--- src/rtl/alu_sched_pkg.sv ---
// Shared constants and types for the ALU round-robin scheduler.
package alu_sched_pkg;

  localparam int OPW = 2;
  localparam int DW  = 4;
  localparam int RW  = 5;

  localparam logic [OPW-1:0] OP_ADD   = 2'b00;
  localparam logic [OPW-1:0] OP_SUB   = 2'b01;
  localparam logic [OPW-1:0] OP_NOT_A = 2'b10;
  localparam logic [OPW-1:0] OP_ORB   = 2'b11;

  typedef enum logic [1:0] {
    IDLE    = 2'd0,
    ISSUE   = 2'd1,
    CAPTURE = 2'd2,
    RESP    = 2'd3
  } state_t;

endpackage

--- src/rtl/rr_arbiter.sv ---
// Combinational round-robin arbiter: searches last_grant+1, +2, ... (mod N_REQ)
// and returns the first requester found as one-hot and as an index.
module rr_arbiter #(
  parameter  int N_REQ = 2,
  localparam int GNT_W = $clog2(N_REQ)
) (
  input  logic [N_REQ-1:0] req,
  input  logic [GNT_W-1:0] last_grant,
  output logic [N_REQ-1:0] grant,
  output logic [GNT_W-1:0] grant_idx,
  output logic             grant_vld
);

  always_comb begin
    int cand;
    grant     = '0;
    grant_idx = '0;
    grant_vld = 1'b0;
    cand      = 0;
    for (int off = 1; off <= N_REQ; off++) begin
      cand = int'(last_grant) + off;
      if (cand >= N_REQ) begin
        cand = cand - N_REQ;
      end
      if (!grant_vld && req[cand]) begin
        grant_vld   = 1'b1;
        grant_idx   = GNT_W'(cand);
        grant[cand] = 1'b1;
      end
    end
  end

endmodule

--- src/rtl/alu_rr_scheduler.sv ---
// Shares one registered ALU among N_REQ requesters with round-robin arbitration.
// One op in flight: IDLE accepts, ISSUE drives the ALU, CAPTURE samples C, RESP holds until taken.
module alu_rr_scheduler
  import alu_sched_pkg::*;
#(
  parameter  int N_REQ = 2,
  localparam int GNT_W = $clog2(N_REQ)
) (
  input  logic                 clk,
  input  logic                 reset_n,
  input  logic [N_REQ-1:0]     req_valid,
  output logic [N_REQ-1:0]     req_ready,
  input  logic [OPW*N_REQ-1:0] req_opcode,
  input  logic [DW*N_REQ-1:0]  req_a,
  input  logic [DW*N_REQ-1:0]  req_b,
  output logic [N_REQ-1:0]     resp_valid,
  input  logic [N_REQ-1:0]     resp_ready,
  output logic [RW-1:0]        resp_data,
  output logic [OPW-1:0]       alu_opcode,
  output logic [DW-1:0]        alu_a,
  output logic [DW-1:0]        alu_b,
  input  logic [RW-1:0]        alu_c,
  output logic                 busy
);

  state_t             state_q, state_d;
  logic [GNT_W-1:0]   last_grant_q;
  logic [GNT_W-1:0]   gnt_q;
  logic [N_REQ-1:0]   arb_grant;
  logic [GNT_W-1:0]   arb_idx;
  logic               arb_vld;
  logic               accept;
  logic               resp_done;
  logic [OPW-1:0]     sel_opcode;
  logic [DW-1:0]      sel_a;
  logic [DW-1:0]      sel_b;

  rr_arbiter #(.N_REQ(N_REQ)) u_arb (
    .req        (req_valid),
    .last_grant (last_grant_q),
    .grant      (arb_grant),
    .grant_idx  (arb_idx),
    .grant_vld  (arb_vld)
  );

  assign accept    = (state_q == IDLE) && arb_vld;
  assign resp_done = (state_q == RESP) && resp_ready[gnt_q];

  always_comb begin
    sel_opcode = '0;
    sel_a      = '0;
    sel_b      = '0;
    for (int i = 0; i < N_REQ; i++) begin
      if (arb_idx == GNT_W'(i)) begin
        sel_opcode = req_opcode[OPW*i +: OPW];
        sel_a      = req_a[DW*i +: DW];
        sel_b      = req_b[DW*i +: DW];
      end
    end
  end

  always_ff @(posedge clk or negedge reset_n) begin
    if (!reset_n) begin
      state_q <= IDLE;
    end else begin
      state_q <= state_d;
    end
  end

  always_comb begin
    state_d = state_q;
    case (state_q)
      IDLE:    if (accept)    state_d = ISSUE;
      ISSUE:                  state_d = CAPTURE;
      CAPTURE:                state_d = RESP;
      RESP:    if (resp_done) state_d = IDLE;
      default:                state_d = IDLE;
    endcase
  end

  // req_ready is gated by reset_n so nothing looks accepted while reset is held.
  always_comb begin
    req_ready  = '0;
    resp_valid = '0;
    busy       = (state_q != IDLE);
    if (state_q == IDLE && reset_n) begin
      req_ready = arb_grant;
    end
    if (state_q == RESP) begin
      resp_valid[gnt_q] = 1'b1;
    end
  end

  // Operands stay at the last issued op between accepts; no return to zero.
  always_ff @(posedge clk or negedge reset_n) begin
    if (!reset_n) begin
      gnt_q        <= '0;
      last_grant_q <= GNT_W'(N_REQ - 1);
      alu_opcode   <= '0;
      alu_a        <= '0;
      alu_b        <= '0;
      resp_data    <= '0;
    end else begin
      if (accept) begin
        gnt_q      <= arb_idx;
        alu_opcode <= sel_opcode;
        alu_a      <= sel_a;
        alu_b      <= sel_b;
      end
      if (state_q == CAPTURE) begin
        resp_data <= alu_c;
      end
      if (resp_done) begin
        last_grant_q <= gnt_q;
      end
    end
  end

endmodule
--- config.mk ---
export PLATFORM = sky130hd
export DESIGN_NAME = alu_rr_scheduler
export DESIGN_NICKNAME = d
export VERILOG_FILES = /design/src/rtl/alu_sched_pkg.sv /design/src/rtl/rr_arbiter.sv /design/src/rtl/alu_rr_scheduler.sv
export SDC_FILE = /design/constraint.sdc
export NUM_CORES = 1
export LEC_CHECK = 0
export ABC_AREA = 1
export BUFFER_PORTS_ARGS = -buffer_cell sky130_fd_sc_hd__clkbuf_2
export CORE_MARGIN = 4
export CORE_UTILIZATION = 45
export DETAILED_ROUTE_END_ITERATION = 16
export HOLD_SLACK_MARGIN = 0.06
export PLACE_DENSITY = 0.82
export SLEW_MARGIN = 10
export SYNTH_ARGS = -nofsm -noshare
export SYNTH_HDL_FRONTEND = slang
export SYNTH_SLANG_ARGS = --single-unit
--- constraint.sdc ---
create_clock -name clk -period 1.4 [get_ports clk]
set_input_delay 0.14 -clock clk [delete_from_list [all_inputs] [get_ports clk]]
set_output_delay 0.14 -clock clk [all_outputs]
set_load 0.01 [all_outputs]
==> results.ini, run 1 <==
[status]
status=finished, final reports clean

[critical_path]
path_class=reg2out
crit_arrival_ns=1.24
crit_path_end_kind=output pin
r2r-start=state_q[1]
crit_fanout=4
reg2reg_to=alu_a[1]
reg2regPathDepth=7
regToRegSetupSlack_ns=0.05
worstPathRequired_ns=1.26
critPathLaunchType=flip-flop

[die]
rows=17
start_util=0.4850
io_pins=51
die_y_um=57.30
core_area_sq_mm=0.002255
fp.dieArea_sq_mm=0.003283
die_x_um=57.30

[yosys]
ys_seq_area_frac=0.4359
ys_types=16
synth_area_leaders=dfrtp_1 (41%), nand2_1 (17%), nand3_2 (7.3%)
netlist_area_sq_mm=0.001094
yosysTopAreaCellShare=0.4119
yosysTopAreaCell=dfrtp_1
muxShareOfSynthArea=0
synthXorXnorAreaFrac=0
syn_nets=170
synth_fa_ha_area_frac=0.03432
synthCells=136
ys_warn_count=0
synth_seq_cells=19
synth-simple-area-share=0.4016
syn_area_per_cell_sq_um=8.041
synth_top_family_by_area=simple AND/OR/NAND/NOR gates
synth_compound_area_frac=0.02632

[global_routing]
grt-ovfl-total=0
grt_max_degree=20
grt_pass1_vias=1057
grt_pass1_wl_mm=4.588
antenna_found_initial=0
grt_usage=0.1747

[flow_run]
drv_cap=0

[route]
via_count=1109
ant_nets=0
via_per_inst=4.780
firstDrtPassIters=4
routedWlPerCell_um=12.47
drtIter0Drc=45
routed_wl_mm=2.893
drc=0

[min_path]
min_from=resp_ready[1]
hold_path.class=in2reg
hold_end=last_grant_q
hold_depth=3

[clocking]
cts.clk_slew.worst_paths_ns=0.12
clockBufferDepth=2
insertion_delay_ns=0.30
ctsHtreeMaxLevel=1
clkSinkCount=19
cts_tree=done
numCtsBuffers=3
clock-root-buffer=clkbuf_4

[cells_and_area]
num-fill-cells=189
layout_commonest_cell=nand2_1
area_delta_synth_final_pct=44.74
utilization=0.7020
drive_above_1_share=0.4657
fin_nets=239
mostFrequentLayoutCells=nand2_1 (48), clkbuf_2 (47), dfrtp_1 (17), inv_1 (15)
n_antenna_cell=0

[timing]
setup_viol=0
hold_viol=0
fmaxAchievable_mhz=724.5
setup_tns_ns=0
skew_ns=0.008726
rsz0062_at_grt=true
fin_crit_sh=0.9859
final_max_slew_viol_count=0
slew_headroom=0.8335
min_period_ns=1.380
worstMarginPinSlew_ns=0.2498

[pwr]
peakVddDrop_mv=1.385
cellLeakagePower_nw=0.9220
p_per_area_mw_per_mm2=1884

[placed_design]
portBuffers=50
hpwl_mm=2.151
gp_congestion=0.8093

worst max-delay path, stage by stage, from the launching register on:
cell	delay, ns
dfrtp_2	0.47
inv_2	0.08
ha_4	0.15
nand2_4	0.05
nor2_2	0.07
buf_2	0.13
synth_stat cells:
master / n
buf_2: 3
buf_6: 1
bufinv_8: 1
dfrtp_1: 18
dfstp_2: 1
ha_1: 3
inv_1: 18
nand2_1: 50
nand2_2: 9
nand3_1: 5
nand3_2: 8
nand3b_1: 10
nor2_1: 4
o21ai_0: 2
o21ai_1: 2
o21ai_2: 1
power breakdown:
group          switching, mW  total, mW  internal [mW]
clock                  0.177      0.283          0.106
sequential             0.200       1.04          0.844
combinational          0.905       1.66          0.750
worst max path at each step:
stage | startpoint | endpoint | slack (ns) | cells past startpoint
floorplan | state_q[0] | alu_a[1] | 0.26 | 6
global placement | state_q[0] | alu_a[1] | 0.14 | 6
detailed placement | state_q[1] | alu_b[3] | 0.09 | 6
CTS | state_q[0] | resp_valid[0] | -0.007 | 5
global route | state_q[1] | req_ready[0] | -0.05 | 5
finish | state_q[1] | req_ready[0] | 0.02 | 5
layout make-up:
class	instances	area, sq um	area share
clock buffer	3	22.52	0.01423
clock inverter	1	5.005	0.003162
sequential	19	478.0	0.3020
timing repair inverter	1	5.005	0.003162
inverter	19	85.08	0.05375
multi-input combinational	94	555.5	0.3510
tap	28	35.03	0.02213
timing repair buffer	67	396.6	0.2506
timing repair:
action	CTS	global route
setup buffers	5	2
hold endpoints to repair	23	0
gates resized for setup	8	10
cloned	0	1
pin swaps	3	2
hold buffers	6	0
endpoints found under the setup margin	3	15
metal layers:
layer  part of all wire  routed length, um  track usage  vias up
li1                   -                  -            -      552
met1               0.41               1174       0.2244      510
met2               0.51               1464       0.3067       45
met3              0.083                239      0.02715        2
met4             0.0048                 14      0.04305        0
met5                  0                  0            0        -
sequential cells by signal (all words and copies together), names as in the netlist:
register      flops
alu_a             4
state_q           2
alu_b             4
resp_data         5
last_grant_q      1
alu_opcode        2
gnt_q             1
through the flow:
step	hold WS [ns]	cells	power [mW]	instance area, sq um	setup slack [ns]
CTS	0.08956	229	2.877	1530	-0.007011
global route	0.09603	232	3.241	1583	-0.04792
global placement	0.1459	214	2.347	1383	0.1448
detailed placement	0.1571	214	2.418	1383	0.08539
floorplan	-0.1556	136	1.895	1094	0.2588
finish	0.1121	232	2.982	1583	0.01975
kinds of logic (layout without fill, tap and decap cells):
family | after synthesis | in the layout
AOI/OAI and AO/OA | 5 | 5
adders and majority gates | 3 | 3
buffers and inverters | 23 | 91
DFF | 19 | 19
and+or+nand+nor | 86 | 86
Power figures use the tool's default switching activity.
==> inputs of run 2 (changes only) <==
--- a/config.mk
+++ b/config.mk
@@ -7,11 +7,13 @@
 export LEC_CHECK = 0
 export ABC_AREA = 1
 export BUFFER_PORTS_ARGS = -buffer_cell sky130_fd_sc_hd__clkbuf_2
+export CELL_PAD_IN_SITES_DETAIL_PLACEMENT = 1
+export CELL_PAD_IN_SITES_GLOBAL_PLACEMENT = 1
 export CORE_MARGIN = 4
-export CORE_UTILIZATION = 45
+export CORE_UTILIZATION = 32
 export DETAILED_ROUTE_END_ITERATION = 16
 export HOLD_SLACK_MARGIN = 0.06
-export PLACE_DENSITY = 0.82
+export PLACE_DENSITY = 0.83
 export SLEW_MARGIN = 10
 export SYNTH_ARGS = -nofsm -noshare
 export SYNTH_HDL_FRONTEND = slang
==> run 2 against run 1 <==
Effect of this change: the flow now finishes with violations (setup timing); routed wire length up 14%; fmax down 1.6%; global-route usage down 1.4 points; sequential share of layout area down 0.20 points; combinational power about the same; clock-buffer cell count up 1; non-clock buffer count down 1; first-iteration DRC count up 53%; via count up 2.1%; die area up 35%; critical endpoint is now resp_valid[0]; highest routed layer is now met3.
==> results.ini, run 2 (synthesis gave the netlist of run 1 again) <==
[global_routing]
grt-ovfl-total=0  ; unchanged
grt_usage=0.1607  ; -0.01396
use_met3=0.03879  ; +0.01164
met2_usage=0.3098  ; +0.003101
grt_pass1_vias=1216  ; +15%
grt_max_degree=20  ; unchanged
top_usage_layer=met2
antenna_found_initial=0  ; unchanged
grt_pass1_wl_mm=5.561  ; +21%
met1_usage=0.1825  ; -0.04195

[critical_path]
critPathLaunchType=flip-flop
r2r-start=last_grant_q
crit_fanout=3  ; -1
regToRegSetupSlack_ns=0.14  ; +0.09 ns
critPathLaunch=state_q[1]
crit_path_end_kind=output pin
path_class=reg2out
crit_end=resp_valid[0]
reg2regPathDepth=6  ; -1
crit_arrival_ns=1.26  ; +0.02 ns
worstPathRequired_ns=1.26  ; about the same
reg2reg_to=alu_a[1]

[route]
routedWlPerCell_um=13.38  ; +7.3%
via_count=1132  ; +2.1%
via_per_inst=4.602  ; -3.7%
drc=0  ; unchanged
drtIter0Drc=69  ; +53%
ant_nets=0  ; unchanged
routed_wl_mm=3.292  ; +14%
firstDrtPassIters=4  ; unchanged

[placed_design]
pre_cts_slack_ns=0.07399  ; -0.01139 ns
placedCellCount=230  ; +7.5%
gp_congestion=0.7116  ; -12%
hpwl_mm=2.535  ; +18%
portBuffers=50  ; unchanged

[cells_and_area]
largest_register=resp_data
reg_top3=resp_data x5, alu_a x4, alu_b x4
mostFrequentLayoutCells=nand2_1 (48), clkbuf_2 (45), dfrtp_1 (18), inv_1 (13), nand3b_1 (10)
largest_reg_flops=5  ; unchanged
n_antenna_cell=0  ; unchanged
layout_commonest_cell=nand2_1
area_delta_synth_final_pct=45.31
fin_nets=237  ; -0.84%
drive_above_1_share=0.4653  ; about the same
fin_cells=246  ; +6.0%

[pwr]
p_int_mw=1.696  ; -0.21%
peakVddDrop_mv=0.7868  ; -43%
power_frac_seq=0.345  ; -0.005
cellLeakagePower_nw=0.9052  ; -1.8%
finalPower_mw=2.992  ; +0.34%
p_sw_frac=0.4330  ; +0.003109
p_per_area_mw_per_mm2=1883  ; about the same
power.switching_mw=1.296  ; +1.1%
power.share.combinational=0.562  ; +0.007
clkPwrFrac=0.093  ; -0.002

[status]
status=finished with violations
failed_checks=setup timing

[die]
start_util=0.3468  ; -0.1382
die_y_um=66.46  ; +16%
die_x_um=66.46  ; +16%
rows=20  ; +3
fp.dieArea_sq_mm=0.004417  ; +35%
io_pins=51  ; unchanged
core_area_sq_mm=0.003153  ; +40%

[clocking]
clockBufferDepth=2  ; unchanged
cts_tree=done
insertion_delay_ns=0.30  ; about the same
ctsHtreeMaxLevel=1  ; unchanged
cts.clk_slew.worst_paths_ns=0.10  ; -0.02 ns
clock-root-buffer=clkbuf_4
numCtsBuffers=3  ; unchanged
clkSinkCount=19  ; unchanged

[min_path]
min_from=resp_ready[1]
hold_path.class=in2reg

[timing]
slew_headroom=0.8291  ; -0.004329
min_period_ns=1.402  ; +0.02188 ns
holdWs_ns=0.08206  ; -0.03002 ns
worstMarginPinSlew_ns=0.2563  ; +0.006460 ns
final_max_slew_viol_count=0  ; unchanged
skew_ns=0.01411  ; +0.005380 ns
rsz0062_at_grt=true
hold_viol=0  ; unchanged
setup_tns_ns=-0.002127  ; -0.002127 ns
fin_crit_sh=1.002  ; +0.01563
setup_slack_ns=-0.002127  ; -0.02188 ns
setup_viol=1  ; +1
fmaxAchievable_mhz=713.2  ; -1.6%

[flow_run]
drv_cap=0  ; unchanged

[run 2: changes by cell type in the layout (fill, tap and decap cells not counted), moves of 2 or more]
cell and delta:
clkbuf_2 -2, inv_2 +2, clkinv_2 -2, inv_1 -2
[run 2: metal layers]
metal / vias to the layer above / routed length [um]
met2: 35 / 1733
met4: 0 / 0
met3: 0 / 202
met5: - / 0
li1: 550 / -
met1: 547 / 1356
[run 2: worst max-delay path: stages, from the launching register on]
cell,delay [ns]
dfrtp_1,0.43
buf_6,0.14
ha_4,0.16
inv_2,0.06
nor2_1,0.04
buf_2,0.14
[run 2: how the worst min path moves through the flow]
stage                     to  slack (ns)  cells after the start
2_1_floorplan       alu_a[0]       -0.16                      0
3_3_place_gp   alu_opcode[1]        0.16                      2
3_5_place_dp        alu_a[3]        0.16                      2
4_1_cts         last_grant_q        0.07                      3
5_1_grt         last_grant_q        0.09                      3
6_report        last_grant_q        0.08                      3
[run 2: final cells by class]
| type | count | area (sq um) |
|---|---|---|
| Fill cell | 418 | 1564 |
| Sequential cell | 19 | 476.7 |
| Inverter | 19 | 85.08 |
| Multi-Input combinational cell | 94 | 550.5 |
| Tap cell | 44 | 55.05 |
| Clock buffer | 4 | 26.28 |
| Timing Repair Buffer | 66 | 395.4 |
[run 2: power groups by stage]
stage               combinational, mW  sequential, mW  clock, mW
CTS                              1.61            1.02      0.290
global placement                 1.35            1.02          0
floorplan                       0.792            1.10          0
global route                     1.89            1.07      0.315
finish                           1.68            1.03      0.278
detailed placement               1.43            1.04          0
[run 2: stage by stage]
step | cell area, sq um | utilization
after floorplan | 1094 | -
after global placement | 1403 | 0.4448
after detailed placement | 1403 | 0.4448
after CTS | 1549 | 0.4913
after global routing | 1589 | 0.5040
final | 1589 | 0.5040
[run 2: timing repair]
| action | in CTS | in global routing |
|---|---|---|
| pin swaps | 3 | 3 |
| endpoints found under the hold margin | 23 | 0 |
| gates resized for setup | 8 | 14 |
| endpoints found under the setup margin | 3 | 6 |
| buffers inserted | 4 | 2 |
| hold buffers | 6 | 0 |
